===== src/rtl/scoreboard_fwd_unit_pkg.sv =====
// Shared types and constants for the issue scoreboard / forwarding unit.
// Optional forwarding build: SCOREBOARD_FORWARDING_EN.
package scoreboard_pkg;

  function automatic int sb_clog2(input int n);
    int r;
    r = 0;
    while ((1 << r) < n) r++;
    return (r == 0) ? 1 : r;
  endfunction

  // Slot rd field is wide enough for up to 256 registers.
  localparam int SB_RD_W = 8;

  typedef struct packed {
    logic               valid;
    logic [SB_RD_W-1:0] rd;
    logic               is_load;
  } sb_slot_t;

  localparam logic [SB_RD_W-1:0] SB_REG_ZERO   = '0;
  localparam logic [31:0]        STALL_CNT_MAX = 32'hFFFF_FFFF;

endpackage


===== src/rtl/scoreboard_fwd_unit_if.sv =====
// ID-side bundle between decoder, scoreboard and ID/EX register.
// master = decode side, slave = scoreboard.
interface scoreboard_fwd_unit_if #(
  parameter int XLEN    = 32,
  parameter int NREG    = 32,
  parameter int DEPTH   = 3,
  parameter int NUM_SRC = 2
);
  import scoreboard_pkg::*;

  localparam int AW = sb_clog2(NREG);

  logic                    issue_valid;
  logic                    issue_rf_wen;
  logic                    issue_is_load;
  logic [AW-1:0]           issue_rd;
  logic [NUM_SRC*AW-1:0]   src_addr;
  logic [NUM_SRC-1:0]      src_used;
  logic                    flush;
  logic [DEPTH*XLEN-1:0]   stage_data;
  logic                    stall;
  logic [NUM_SRC-1:0]      fwd_hit;
  logic [NUM_SRC*XLEN-1:0] fwd_data;
  logic [31:0]             stall_count;

  modport master (
    output issue_valid, issue_rf_wen,
    output issue_is_load, issue_rd,
    output src_addr, src_used,
    output flush, stage_data,
    input  stall, fwd_hit,
    input  fwd_data, stall_count
  );

  modport slave (
    input  issue_valid, issue_rf_wen,
    input  issue_is_load, issue_rd,
    input  src_addr, src_used,
    input  flush, stage_data,
    output stall, fwd_hit,
    output fwd_data, stall_count
  );

endinterface


===== src/rtl/scoreboard_fwd_unit_slot_pipe.sv =====
// DEPTH-entry shift register of in-flight writes.
// Slot 0 loads every cycle; the last slot retires.
module sb_slot_pipe
  import scoreboard_pkg::*;
#(
  parameter int DEPTH = 3
) (
  input  logic                  clk,
  input  logic                  reset,
  input  sb_slot_t              load_i,
  output sb_slot_t [DEPTH-1:0]  slot_o
);

  sb_slot_t [DEPTH-1:0] slot_q;
  sb_slot_t [DEPTH-1:0] slot_d;

  always_comb begin
    slot_d    = slot_q;
    slot_d[0] = load_i;
    for (int k = 1; k < DEPTH; k++) begin
      slot_d[k] = slot_q[k-1];
    end
  end

  always_ff @(posedge clk) begin
    if (reset) slot_q <= '0;
    else       slot_q <= slot_d;
  end

  assign slot_o = slot_q;

endmodule


===== src/rtl/scoreboard_fwd_unit.sv =====
// Issue scoreboard: stall / forward decisions for ID source operands.
// Define SCOREBOARD_FORWARDING_EN for bypassing; default is stall-only.
module scoreboard_fwd_unit
  import scoreboard_pkg::*;
#(
  parameter int XLEN       = 32,
  parameter int NREG       = 32,
  parameter int DEPTH      = 3,
  parameter int NUM_SRC    = 2,
  parameter int LOAD_READY = 1
) (
  input  logic                 clk,
  input  logic                 reset,
  scoreboard_fwd_unit_if.slave sb
);

  localparam int AW = sb_clog2(NREG);
  localparam int IW = sb_clog2(DEPTH);

  sb_slot_t [DEPTH-1:0] slot;
  sb_slot_t             slot0_in;
  logic                 accept;
  logic                 stall_w;

  logic [NUM_SRC-1:0][SB_RD_W-1:0] src_rd;
  logic [NUM_SRC-1:0]              m_any;
  logic [NUM_SRC-1:0]              m_load;
  logic [NUM_SRC-1:0][IW-1:0]      m_idx;
  logic [NUM_SRC-1:0][XLEN-1:0]    m_data;

  logic [NUM_SRC-1:0]      op_stall;
  logic [NUM_SRC-1:0]      hit;
  logic [NUM_SRC*XLEN-1:0] fdata;

  logic [31:0] cnt_q;
  logic [31:0] cnt_d;

  always_comb begin
    src_rd = '0;
    for (int i = 0; i < NUM_SRC; i++) begin
      src_rd[i] = SB_RD_W'(sb.src_addr[i*AW +: AW]);
    end
  end

  // Scan oldest to youngest so the lowest matching slot wins.
  always_comb begin
    m_any  = '0;
    m_load = '0;
    m_idx  = '0;
    m_data = '0;
    for (int i = 0; i < NUM_SRC; i++) begin
      for (int k = DEPTH - 1; k >= 0; k--) begin
        if (slot[k].valid && sb.src_used[i] &&
            src_rd[i] == slot[k].rd &&
            src_rd[i] != SB_REG_ZERO) begin
          m_any[i]  = 1'b1;
          m_load[i] = slot[k].is_load;
          m_idx[i]  = IW'(k);
          m_data[i] = sb.stage_data[k*XLEN +: XLEN];
        end
      end
    end
  end

`ifdef SCOREBOARD_FORWARDING_EN
  always_comb begin
    op_stall = '0;
    hit      = '0;
    fdata    = '0;
    for (int i = 0; i < NUM_SRC; i++) begin
      if (m_any[i]) begin
        if (m_load[i] && (int'(m_idx[i]) < LOAD_READY)) begin
          op_stall[i] = 1'b1;
        end else begin
          hit[i] = 1'b1;
          fdata[i*XLEN +: XLEN] = m_data[i];
        end
      end
    end
  end
`else
  logic unused_fwd;

  assign unused_fwd = ^{m_load, m_idx, m_data};

  always_comb begin
    op_stall = m_any;
    hit      = '0;
    fdata    = '0;
  end
`endif

  assign stall_w = |op_stall;
  assign accept  = sb.issue_valid & ~stall_w & ~sb.flush;

  always_comb begin
    slot0_in = '0;
    if (accept && sb.issue_rf_wen &&
        SB_RD_W'(sb.issue_rd) != SB_REG_ZERO) begin
      slot0_in.valid   = 1'b1;
      slot0_in.rd      = SB_RD_W'(sb.issue_rd);
      slot0_in.is_load = sb.issue_is_load;
    end
  end

  sb_slot_pipe #(
    .DEPTH (DEPTH)
  ) u_pipe (
    .clk    (clk),
    .reset  (reset),
    .load_i (slot0_in),
    .slot_o (slot)
  );

  always_comb begin
    cnt_d = cnt_q;
    if (stall_w && sb.issue_valid && !sb.flush &&
        cnt_q != STALL_CNT_MAX) begin
      cnt_d = cnt_q + 32'd1;
    end
  end

  always_ff @(posedge clk) begin
    if (reset) cnt_q <= '0;
    else       cnt_q <= cnt_d;
  end

  assign sb.stall       = stall_w;
  assign sb.fwd_hit     = hit;
  assign sb.fwd_data    = fdata;
  assign sb.stall_count = cnt_q;

endmodule

===== src/flat_wrapper.sv =====
// flat-port wrapper written by rule: the top's interface ports become plain ports
module scoreboard_fwd_unit_flat import scoreboard_pkg::*;
#(
  parameter int XLEN       = 32,
  parameter int NREG       = 32,
  parameter int DEPTH      = 3,
  parameter int NUM_SRC    = 2,
  parameter int LOAD_READY = 1
)
  (clk, reset, sb_issue_valid, sb_issue_rf_wen, sb_issue_is_load, sb_issue_rd, sb_src_addr, sb_src_used, sb_flush, sb_stage_data, sb_stall, sb_fwd_hit, sb_fwd_data, sb_stall_count);
  scoreboard_fwd_unit_if #(.XLEN(XLEN), .NREG(NREG), .DEPTH(DEPTH), .NUM_SRC(NUM_SRC)) sb_i ();
  input  logic clk;
  input  logic reset;
  input wire logic [$bits(sb_i.issue_valid)-1:0] sb_issue_valid;
  input wire logic [$bits(sb_i.issue_rf_wen)-1:0] sb_issue_rf_wen;
  input wire logic [$bits(sb_i.issue_is_load)-1:0] sb_issue_is_load;
  input wire logic [$bits(sb_i.issue_rd)-1:0] sb_issue_rd;
  input wire logic [$bits(sb_i.src_addr)-1:0] sb_src_addr;
  input wire logic [$bits(sb_i.src_used)-1:0] sb_src_used;
  input wire logic [$bits(sb_i.flush)-1:0] sb_flush;
  input wire logic [$bits(sb_i.stage_data)-1:0] sb_stage_data;
  output wire logic [$bits(sb_i.stall)-1:0] sb_stall;
  output wire logic [$bits(sb_i.fwd_hit)-1:0] sb_fwd_hit;
  output wire logic [$bits(sb_i.fwd_data)-1:0] sb_fwd_data;
  output wire logic [$bits(sb_i.stall_count)-1:0] sb_stall_count;
  assign sb_i.issue_valid = sb_issue_valid;
  assign sb_i.issue_rf_wen = sb_issue_rf_wen;
  assign sb_i.issue_is_load = sb_issue_is_load;
  assign sb_i.issue_rd = sb_issue_rd;
  assign sb_i.src_addr = sb_src_addr;
  assign sb_i.src_used = sb_src_used;
  assign sb_i.flush = sb_flush;
  assign sb_i.stage_data = sb_stage_data;
  assign sb_stall = sb_i.stall;
  assign sb_fwd_hit = sb_i.fwd_hit;
  assign sb_fwd_data = sb_i.fwd_data;
  assign sb_stall_count = sb_i.stall_count;
  scoreboard_fwd_unit #(.XLEN(XLEN), .NREG(NREG), .DEPTH(DEPTH), .NUM_SRC(NUM_SRC), .LOAD_READY(LOAD_READY)) u_core (.clk(clk), .reset(reset), .sb(sb_i));
endmodule

===== config.mk =====
export PLATFORM = sky130hd
export DESIGN_NAME = scoreboard_fwd_unit_flat
export DESIGN_NICKNAME = d
export VERILOG_FILES = /design/src/rtl/scoreboard_fwd_unit_pkg.sv /design/src/rtl/scoreboard_fwd_unit_if.sv /design/src/rtl/scoreboard_fwd_unit_slot_pipe.sv /design/src/rtl/scoreboard_fwd_unit.sv /design/src/flat_wrapper.sv
export SDC_FILE = /design/constraint.sdc
export NUM_CORES = 1
export LEC_CHECK = 0
export ABC_AREA = 1
export CAP_MARGIN = 40
export CORE_ASPECT_RATIO = 0.75
export CORE_MARGIN = 4
export CORE_UTILIZATION = 40
export CTS_CLUSTER_DIAMETER = 50
export CTS_CLUSTER_SIZE = 20
export DETAILED_ROUTE_END_ITERATION = 10
export PLACE_DENSITY_LB_ADDON = 0.12
export SLEW_MARGIN = 5
export SYNTH_ARGS = -nofsm -noshare
export SYNTH_HDL_FRONTEND = slang
export SYNTH_SLANG_ARGS = --single-unit

===== constraint.sdc =====
create_clock -name clk -period 5.44 [get_ports clk]
set_clock_uncertainty 0.2 [all_clocks]
set_input_delay 0.544 -clock clk [delete_from_list [all_inputs] [get_ports clk]]
set_output_delay 0.544 -clock clk [all_outputs]
set_load 0.05 [all_outputs]

==> results of run 1 <==
where the power goes:
| group | total, mW | internal [mW] | switching (mW) |
|---|---|---|---|
| Sequential | 0.369 | 0.367 | 0.00151 |
| Clock | 0.420 | 0.276 | 0.143 |
| Combinational | 0.162 | 0.0253 | 0.136 |
| Total | 0.950 | 0.669 | 0.281 |
synthesized netlist by cell type, drive strengths merged:
cell / n
or2: 1
xor2: 4
nand3: 52
ha: 1
inv: 114
nand4: 32
clkinv: 1
nand2: 199
o21ai: 3
xnor2: 1
nor3: 9
clkbuf: 11
buf: 73
nor2: 112
dfxtp: 50
o2111ai: 1
conb: 1
per-layer routing:
| metal | global-route usage [%] | routed length [µm] | up-vias |
|---|---|---|---|
| li1 | - | - | 1967 |
| met1 | 25.3 | 4800 | 1594 |
| met2 | 24.7 | 3750 | 157 |
| met3 | 3.08 | 857 | 7 |
| met4 | 2.99 | 57 | 0 |
| met5 | 0 | 0 | - |
state kept, by name, summed over array words and instances, names as in the netlist:
name and flops:
u_core.sb.stall_count 32, u_core.u_pipe.slot_o 18
stage by stage:
step                      instances  instance area (µm²)  power, mW  worst slack (ns)  hold slack (ns)
after floorplan                 730                 4130      0.543              3.12            0.216
after global placement          830                 4270      0.534              2.02            0.232
after detailed placement        831                 4290      0.537              2.03            0.240
after CTS                       839                 4490      0.959              2.02            0.251
after global routing            839                 4490      0.983              1.88            0.261
final                           839                 4490      0.950              1.99            0.247
cell type report:
class | count | share of cell area [%]
Clock inverter | 2 | 1.34
Multi-Input combinational cell | 481 | 47.1
Inverter | 115 | 9.61
Sequential cell | 50 | 22.3
Tap cell | 128 | 3.57
Clock buffer | 6 | 3.09
Timing Repair Buffer | 57 | 13.0
cells by family (layout without fill, tap and decap cells):
kind of cell | Yosys count | count (layout)
adders and majority gates | 1 | 1
AOI/OAI and AO/OA | 4 | 4
DFF | 50 | 50
xor gates and xnor gates | 5 | 5
and+or+nand+nor | 405 | 405
buffers and inverters | 199 | 180
other | 1 | 66
how the worst min path moves through the flow:
stage	end	slack (ns)	cells after the start
2_1_floorplan	u_core.u_pipe.slot_o[29]	0.22	2
3_3_place_gp	u_core.u_pipe.slot_o[29]	0.23	2
3_5_place_dp	u_core.u_pipe.slot_o[19]	0.24	2
4_1_cts	u_core.u_pipe.slot_o[19]	0.25	2
5_1_grt	u_core.u_pipe.slot_o[29]	0.26	2
6_report	u_core.u_pipe.slot_o[19]	0.25	2
worst register-to-register path: stages, from the launching register on:
cell     delay [ns]
dfxtp_1        0.36
inv_1          0.07
nand2_1        0.06
nand2_1        0.06
nor2_1         0.17
nand3_1        0.10
nand3_1        0.09
nand2_1        0.06
nand2_2        0.11
buf_4          0.46
nand3_2        0.35
nand2_1        0.14
nand2_1        0.05
nor2_1         0.09
==> results.md, run 1 <==
- Outcome: finished clean
- Most common cell after layout, fill and taps aside: nand2_1
- Stages on worst setup path: 10
- VDD IR max: 0.0974 mV
- Vias per std cell: 4.44
- Hold Crit Class: reg -> reg
- WL/cell: 11.3 µm
- Worst-Skew Late Latency: 0.29 ns
- Initial DRT Pass Iterations: 5
- Fin Setup TNS: 0 ns
- Synth warn: 0
- Gp weighted congestion: 0.902
- Hold Startpoint: u_core.u_pipe.slot_o[9]
- Slew Limit Fails: 0
- Cell area power density: 212 nW/µm²
- Max Cap Viol: 0
- Post-layout min period: 3.45 ns
- CP max-delay cell: clkdlybuf4s50_1
- Compound-Gate Fraction of Synth Area: 0.612%
- Buf/Inv on CP: 3
- Fmax: 290 MHz
- Ant diodes: 0
- Post-DRT Antenna Nets: 0
- Post-DP HPWL: 7150 µm
- Full die area: 11,400 µm²
- I/O pin cnt: 218
- Post-CTS sizing: 0
- Clock sink count: 50
- Core Area: 9270 µm²
- Xor/xnor cell area share of the yosys netlist: 1.13%
- Number of port buffers: 54
- Cell count after synthesis: 665
- Clk pin slew, worst setup/hold paths: 0.06 ns
- Critical R2R Capture: u_core.sb.stall_count[22]
- CP startpoint: sb_src_addr[9]
- Crit Path Category: in -> out
- Vias in the first global route: 3,159
- Simple logic cell fraction of the synthesized area: 45.9%
- Setup Buffers After CTS: 0
- First-pass GRT wire length: 15,400 µm
- Largest net degree at the start of global routing: 55
- Syn Std Cell Area: 3880 µm²
- Final #Nets: 830
- P&R area growth vs syn: 15.7%
- Worst-path maximum fanout: 5
- RSZ-0062 raised after global routing: no
- Cell repeated most along the worst path: nand2_1
- Die extent in x: 122 µm
- CP top delay family: buffers and inverters
- Synthesized-area fraction occupied by adder cells: 0.322%
- Slew @ Worst Pin: 0.657 ns
- Critical path required time: 4.70 ns
- Synth area leaders: dfxtp_1 26%, nand2_1 19%, buf_4 13%
- # setup viols final: 0
- Final Util: 48.4%
- Syn avg cell area: 5.84 µm²
- H-Tree Depth: 2
- Cell taking the most area after synthesis: dfxtp_1
- Post-CTS Hold Buffers: 0
- Final period util: 63.3%
- Layout cell share with drive strength beyond 1: 6.61%
- Critical Path AT: 2.70 ns
- Reg2Reg Depth: 13
- Initial Utilization: 41.9%
- DRC: 0
- Synth cell types: 29
- Antenna violations before repair: 0
- Clk buf depth: 2
- Total grt overflow: 0
- CTS tree: done
- Synthesis-stage register bit count: 50
- Area share of the largest cell type after synthesis: 25.8%
- CP endpoint kind: primary output
- Peak per-stage delay on the critical path: 0.82 ns
- DRT Wirelength: 9470 µm
- Area of the multi-input gates: 2120 µm²
- Slew Limit Headroom: 56.1%
- Post-synthesis mux area share: 0%
- Via count: 3,725
- Largest family of logic cells by synthesized area: simple AND/OR/NAND/NOR gates
- FF+latch area: 1000 µm²
- Die Ht: 93.3 µm
- R2R Setup Slk: 3.01 ns
- Worst path cell trace: clkdlybuf4s50_1, inv_2, nand2_1, nand2_1, nor2_1, nand3_1, nand3_1, nand2_1, nand2_2, clkdlybuf4s50_1
- Row count: 30
- Most frequent cells in the layout: 192 x nand2_1, 106 x nor2_1, 98 x inv_1
- R2R Path Start: u_core.u_pipe.slot_o[15]
- CTS Buf Count: 5
- Filler cells: 978
- LEAKAGE: 2.21 nW
- Register area share after synthesis: 25.8%
- Drt initial violations: 276
- GRT Total Usage: 16.7%
- Startpoint Class: primary input
- Final hold vios: 0
- Root Buffer: clkbuf_16
- Worst Setup EP: sb_stall
Note: power is estimated with default switching activity, not from simulation.
==> inputs of run 2 (changes only) <==
- CORE_UTILIZATION: 40 -> 36
- clock period: 5.44 -> 3 ns (I/O delays scaled with it)
==> run 2 against run 1 <==
Against the previous run:
- final area rose by 1.3%
- final cell count rose by 1.3%
- flip-flop and latch count did not move
- highest routed layer unchanged
==> results.md, run 2 (synthesis gave the netlist of run 1 again) <==
- VDD IR max: 0.243 mV (was 0.0974 mV)
- Final Util: 43.7% (was 48.4%)
- Hold slack: 0.239 ns (was 0.247 ns)
- Post-DRT Antenna Nets: 0 (unchanged)
- Initial DRT Pass Iterations: 5 (unchanged)
- Slew Limit Fails: 0 (unchanged)
- Clock sink count: 50 (unchanged)
- # setup viols final: 0 (unchanged)
- Final hold vios: 0 (unchanged)
- Largest net degree at the start of global routing: 35 (was 55)
- Post-DP HPWL: 7570 µm (was 7150 µm)
- DRT Wirelength: 9770 µm (was 9470 µm)
- Peak per-stage delay on the critical path: 0.61 ns (was 0.82 ns)
- Row count: 32 (was 30)
- Final period util: 89.1%
- Crit Path Category: in -> out (unchanged)
- Cell repeated most along the worst path: nand2_1 (unchanged)
- Outcome: finished clean (unchanged)
- Clk pin slew, worst setup/hold paths: 0.06 ns (about the same)
- CP endpoint kind: primary output (unchanged)
- I/O pin cnt: 218 (unchanged)
- Initial Utilization: 37.3% (was 41.9%)
- Number of port buffers: 54 (unchanged)
- Most frequent cells in the layout: 192 x nand2_1, 106 x nor2_1, 98 x inv_1 (unchanged)
- Critical Path AT: 2.17 ns (was 2.70 ns)
- Core Area: 10,400 µm² (was 9270 µm²)
- Die extent in x: 128 µm (was 122 µm)
- Post-layout min period: 2.67 ns
- Number of flip-flops in the largest register: 32 (unchanged)
- Cell area power density: 379 nW/µm² (was 212 nW/µm²)
- Post-CTS sizing: 0 (unchanged)
- Post-CTS Hold Buffers: 0 (unchanged)
- CTS Buf Count: 5 (unchanged)
- Slew Limit Headroom: 62.9% (was 56.1%)
- Via count: 3,678 (was 3,725)
- Worst path cell trace: clkdlybuf4s50_1, inv_2, nand2_1, nand2_1, nor2_1, nand3_1, nand3_1, nand2_1, nand2_2, buf_12 (was clkdlybuf4s50_1, inv_2, nand2_1, nand2_1, nor2_1, nand3_1, nand3_1, nand2_1, nand2_2, clkdlybuf4s50_1)
- Total grt overflow: 0 (unchanged)
- Layout cell share with drive strength beyond 1: 7.14% (was 6.61%)
- Most common cell after layout, fill and taps aside: nand2_1 (unchanged)
- Total power: 1.73 mW (was 950 µW)
- RSZ-0062 raised after global routing: no (unchanged)
- Vias per std cell: 4.33 (was 4.44)
- First-pass GRT wire length: 15,900 µm (was 15,400 µm)
- Filler cells: 1,101 (was 978)
- WL/cell: 11.5 µm (was 11.3 µm)
- Clk buf depth: 2 (unchanged)
- Worst-Skew Late Latency: 0.30 ns (was 0.29 ns)
- Fin worst setup slack: 0.326 ns (was 1.99 ns)
- GRT Total Usage: 15.5% (was 16.7%)
- Die Ht: 98.0 µm (was 93.3 µm)
- H-Tree Depth: 2 (unchanged)
- Vias in the first global route: 3,287 (was 3,159)
- Root Buffer: clkbuf_16 (unchanged)
- Gp weighted congestion: 0.885 (was 0.902)
- Setup Buffers After CTS: 0 (unchanged)
- Startpoint Class: primary input (unchanged)
- DRC: 0 (unchanged)
- Hold Crit Class: reg -> reg (unchanged)
- CTS tree: done (unchanged)
- Antenna violations before repair: 0 (unchanged)
- Final #Nets: 833 (was 830)
- Max Cap Viol: 0 (unchanged)
- Full die area: 12,500 µm² (was 11,400 µm²)
- Pre-CTS setup slack: 0.139 ns (was 2.03 ns)
- Ant diodes: 0 (unchanged)
- LEAKAGE: 2.23 nW (was 2.21 nW)
- Fin Setup TNS: 0 ns (unchanged)
- Fmax: 374 MHz
- Drt initial violations: 220 (was 276)
- P&R area growth vs syn: 17.2% (was 15.7%)
- CP max-delay cell: clkdlybuf4s50_1 (unchanged)
- Slew @ Worst Pin: 0.556 ns (was 0.657 ns)
- Worst-path maximum fanout: 19 (was 5)
- Critical path required time: 2.50 ns (was 4.70 ns)
-- run 2: changes by cell type in the layout (fill, tap and decap cells not counted) --
cell             before  now
buf_12                0    4
buf_16                1    0
buf_4                 2    3
clkdlybuf4s50_1      54   53
-- run 2: area by class of cell --
type | instances | area, µm² | area share [%]
clock buffer | 6 | 139 | 3.05
clock inverter | 2 | 60.1 | 1.32
inverter | 115 | 432 | 9.48
multi-input combinational | 481 | 2120 | 46.5
sequential | 50 | 1000 | 22.0
tap | 136 | 170 | 3.74
timing repair buffer | 60 | 633 | 13.9
-- run 2: path summary, 6_finish.rpt --
path / from / to / slack, ns / cells after the start
worst max-delay path: sb_src_addr[3] / sb_stall / 0.33 / 10
worst min-delay path: u_core.u_pipe.slot_o[19] / u_core.u_pipe.slot_o[29] / 0.24 / 2
worst max register to register: u_core.u_pipe.slot_o[12] / u_core.sb.stall_count[1] / 0.68 / 12
worst min register to register: u_core.u_pipe.slot_o[19] / u_core.u_pipe.slot_o[29] / 0.24 / 2
-- run 2: per-layer routing --
metal  vias up  global-route usage, %  routed length (µm)
met5         -                      0                   0
met2       119                   23.4                3900
met4         0                   3.18                  83
met1      1582                   23.1                5120
li1       1970                      -                   -
met3         7                   2.84                 671
-- run 2: per-stage QoR --
step	cell area, µm²	instances
final	4550	850
after floorplan	4130	730
after global routing	4550	850
after global placement	4350	842
after CTS	4550	850
after detailed placement	4350	842
-- run 2: worst max-delay path: cells and delay by family --
kind                   cells  cell delay [ns]
and+or+nand+nor            7             0.96
buffers and inverters      3             0.90
-- run 2: power breakdown --
part           internal, mW  switching [mW]  leakage [nW]
sequential            0.666         0.00285         0.403
combinational        0.0454           0.247          1.73
clock                 0.501           0.263        0.0971
==> inputs of run 3 (changes only) <==
- CORE_ASPECT_RATIO: 0.75 -> not set
==> run 3 against run 2 <==
Against the previous run:
- count of clock-buffer cells in the layout down 1
- via count up 1.3%
- combinational power hardly changed
- non-clock buffer count is 1 lower
- utilization down 1.3 points
- setup slack better by 0.099 ns
- total power shrank 20%
- maximum frequency grew 3.8%
- highest routed layer unchanged
- flip-flop and latch count did not move
==> results.md, run 3 (synthesis gave the netlist of run 1 again) <==
- Worst-Skew Late Latency: 0.31 ns (was 0.30 ns)
- Slew @ Worst Pin: 0.540 ns (was 0.556 ns)
- Worst-path maximum fanout: 21 (was 19)
- LEAKAGE: 2.17 nW (was 2.23 nW)
- Initial DRT Pass Iterations: 4 (was 5)
- Vias in the first global route: 3,496 (was 3,287)
- Final #Nets: 832 (was 833)
- Ant diodes: 0 (unchanged)
- Flop pwr share: 48.4% (was 38.8%)
- Core Area: 10,400 µm² (about the same)
- # setup viols final: 0 (unchanged)
- Drt initial violations: 182 (was 220)
- Fmax: 388 MHz (was 374 MHz)
- Post-CTS Hold Buffers: 0 (unchanged)
- WL/cell: 11.5 µm (about the same)
- Post-layout min period: 2.57 ns (was 2.67 ns)
- Final period util: 85.8% (was 89.1%)
- Final Util: 42.4% (was 43.7%)
- Fin Setup TNS: 0 ns (unchanged)
- I/O pin cnt: 218 (unchanged)
- CTS Buf Count: 5 (unchanged)
- Cell area power density: 313 nW/µm² (was 379 nW/µm²)
- Pre-CTS setup slack: 0.369 ns (was 0.139 ns)
- Gp weighted congestion: 0.849 (was 0.885)
- Final instance area: 4410 µm² (was 4550 µm²)
- Crit Path Category: in -> out (unchanged)
- Part of the power in combinational logic: 21.1% (was 17.0%)
- First-pass GRT wire length: 16,400 µm (was 15,900 µm)
- Layout cell share with drive strength beyond 1: 7.01% (was 7.14%)
- Int Pwr: 880 µW (was 1.21 mW)
- Max Cap Viol: 0 (unchanged)
- Cell repeated most along the worst path: nand2_1 (unchanged)
- Sw Ratio: 36.3% (was 29.7%)
- Number of flip-flops in the largest register: 32 (unchanged)
- VDD IR max: 0.148 mV (was 0.243 mV)
- Hold Crit Class: reg -> reg (unchanged)
- Largest net degree at the start of global routing: 35 (unchanged)
- Clk pwr share: 30.5% (was 44.3%)
- Clk pin slew, worst setup/hold paths: 0.11 ns (was 0.06 ns)
- Row count: 37 (was 32)
- Post-DP HPWL: 7380 µm (was 7570 µm)
- Final hold vios: 0 (unchanged)
- Setup Buffers After CTS: 0 (unchanged)
- H-Tree Depth: 2 (unchanged)
- GRT Total Usage: 15.5% (about the same)
- Outcome: finished clean (unchanged)
- Initial Utilization: 37.3% (about the same)
- Clk buf depth: 2 (unchanged)
- CTS tree: done (unchanged)
- Critical path required time: 2.50 ns (about the same)
- Slew Limit Headroom: 63.9% (was 62.9%)
- CP max-delay cell: clkdlybuf4s50_1 (unchanged)
- Total grt overflow: 0 (unchanged)
- Die extent in x: 112 µm (was 128 µm)
- Placed cell areas: 4320 µm² (was 4350 µm²)
- Root Buffer: clkbuf_8 (was clkbuf_16)
- Clock sink count: 50 (unchanged)
- Most common cell after layout, fill and taps aside: nand2_1 (unchanged)
- CP endpoint kind: primary output (unchanged)
- Finished Layout Cells: 849 (was 850)
- DRC: 0 (unchanged)
- DRT Wirelength: 9750 µm (was 9770 µm)
- RSZ-0062 raised after global routing: no (unchanged)
- Number of port buffers: 54 (unchanged)
- Via count: 3,725 (was 3,678)
- Antenna violations before repair: 0 (unchanged)
- Placed cells: 841 (was 842)
- Switching power: 502 µW (was 513 µW)
- Startpoint Class: primary input (unchanged)
- Peak per-stage delay on the critical path: 0.62 ns (was 0.61 ns)
- Most frequent cells in the layout: 192 x nand2_1, 106 x nor2_1, 98 x inv_1 (unchanged)
- Post-DRT Antenna Nets: 0 (unchanged)
- P&R area growth vs syn: 13.7% (was 17.2%)
- Die Ht: 112 µm (was 98.0 µm)
- Worst path cell trace: clkdlybuf4s50_1, inv_2, nand2_1, nand2_1, nor2_1, nand3_1, nand3_1, nand2_1, nand2_2, buf_12, buf_12 (was clkdlybuf4s50_1, inv_2, nand2_1, nand2_1, nor2_1, nand3_1, nand3_1, nand2_1, nand2_2, buf_12)
- Full die area: 12,500 µm² (about the same)
- Post-CTS sizing: 0 (unchanged)
- Fin worst setup slack: 0.425 ns (was 0.326 ns)
- Slew Limit Fails: 0 (unchanged)
- Vias per std cell: 4.39 (was 4.33)
- Critical Path AT: 2.07 ns (was 2.17 ns)
==> run 3: cell type report <==
type | instances | area (µm²)
well taps | 136 | 170
inverters | 115 | 432
clock inverters | 3 | 25.0
clock buffers | 5 | 68.8
repair buffers | 59 | 601
flip-flops and latches | 50 | 1000
fillers | 1158 | 6000
multi-input cells | 481 | 2120
==> run 3: layer usage <==
layer	routed length [µm]	up-vias	track usage [%]
met4	76	0	3.41
met3	434	7	2.88
met1	4660	1668	20.7
met2	4570	82	26.2
li1	-	1968	-
met5	0	-	0
==> run 3: path summary, 6_finish.rpt <==
check / start / endpoint / slack (ns) / cells past startpoint
min: u_core.u_pipe.slot_o[9] / u_core.u_pipe.slot_o[19] / 0.24 / 2
max: sb_src_addr[9] / sb_stall / 0.43 / 11
max reg2reg: u_core.sb.stall_count[0] / u_core.sb.stall_count[31] / 0.71 / 10
min reg2reg: u_core.u_pipe.slot_o[9] / u_core.u_pipe.slot_o[19] / 0.24 / 2
==> run 3: worst max-delay path, delay by kind of cell <==
family / cells / cell delay, ns
and+or+nand+nor: 7 / 0.72
buffers and inverters: 4 / 1.03
==> run 3: power by group through the flow <==
stage | logic [mW] | registers [mW] | clock network, mW
6_report | 0.292 | 0.669 | 0.421
5_1_grt | 0.309 | 0.670 | 0.480
4_1_cts | 0.291 | 0.669 | 0.444
3_5_place_dp | 0.290 | 0.684 | 0
3_3_place_gp | 0.290 | 0.684 | 0
2_1_floorplan | 0.301 | 0.684 | 0
==> run 3: stage by stage <==
| step | total power [mW] | hold slack [ns] |
|---|---|---|
| after floorplan | 0.985 | 0.212 |
| after global placement | 0.974 | 0.227 |
| after global routing | 1.46 | 0.268 |
| final | 1.38 | 0.241 |
| after CTS | 1.40 | 0.246 |
| after detailed placement | 0.974 | 0.228 |
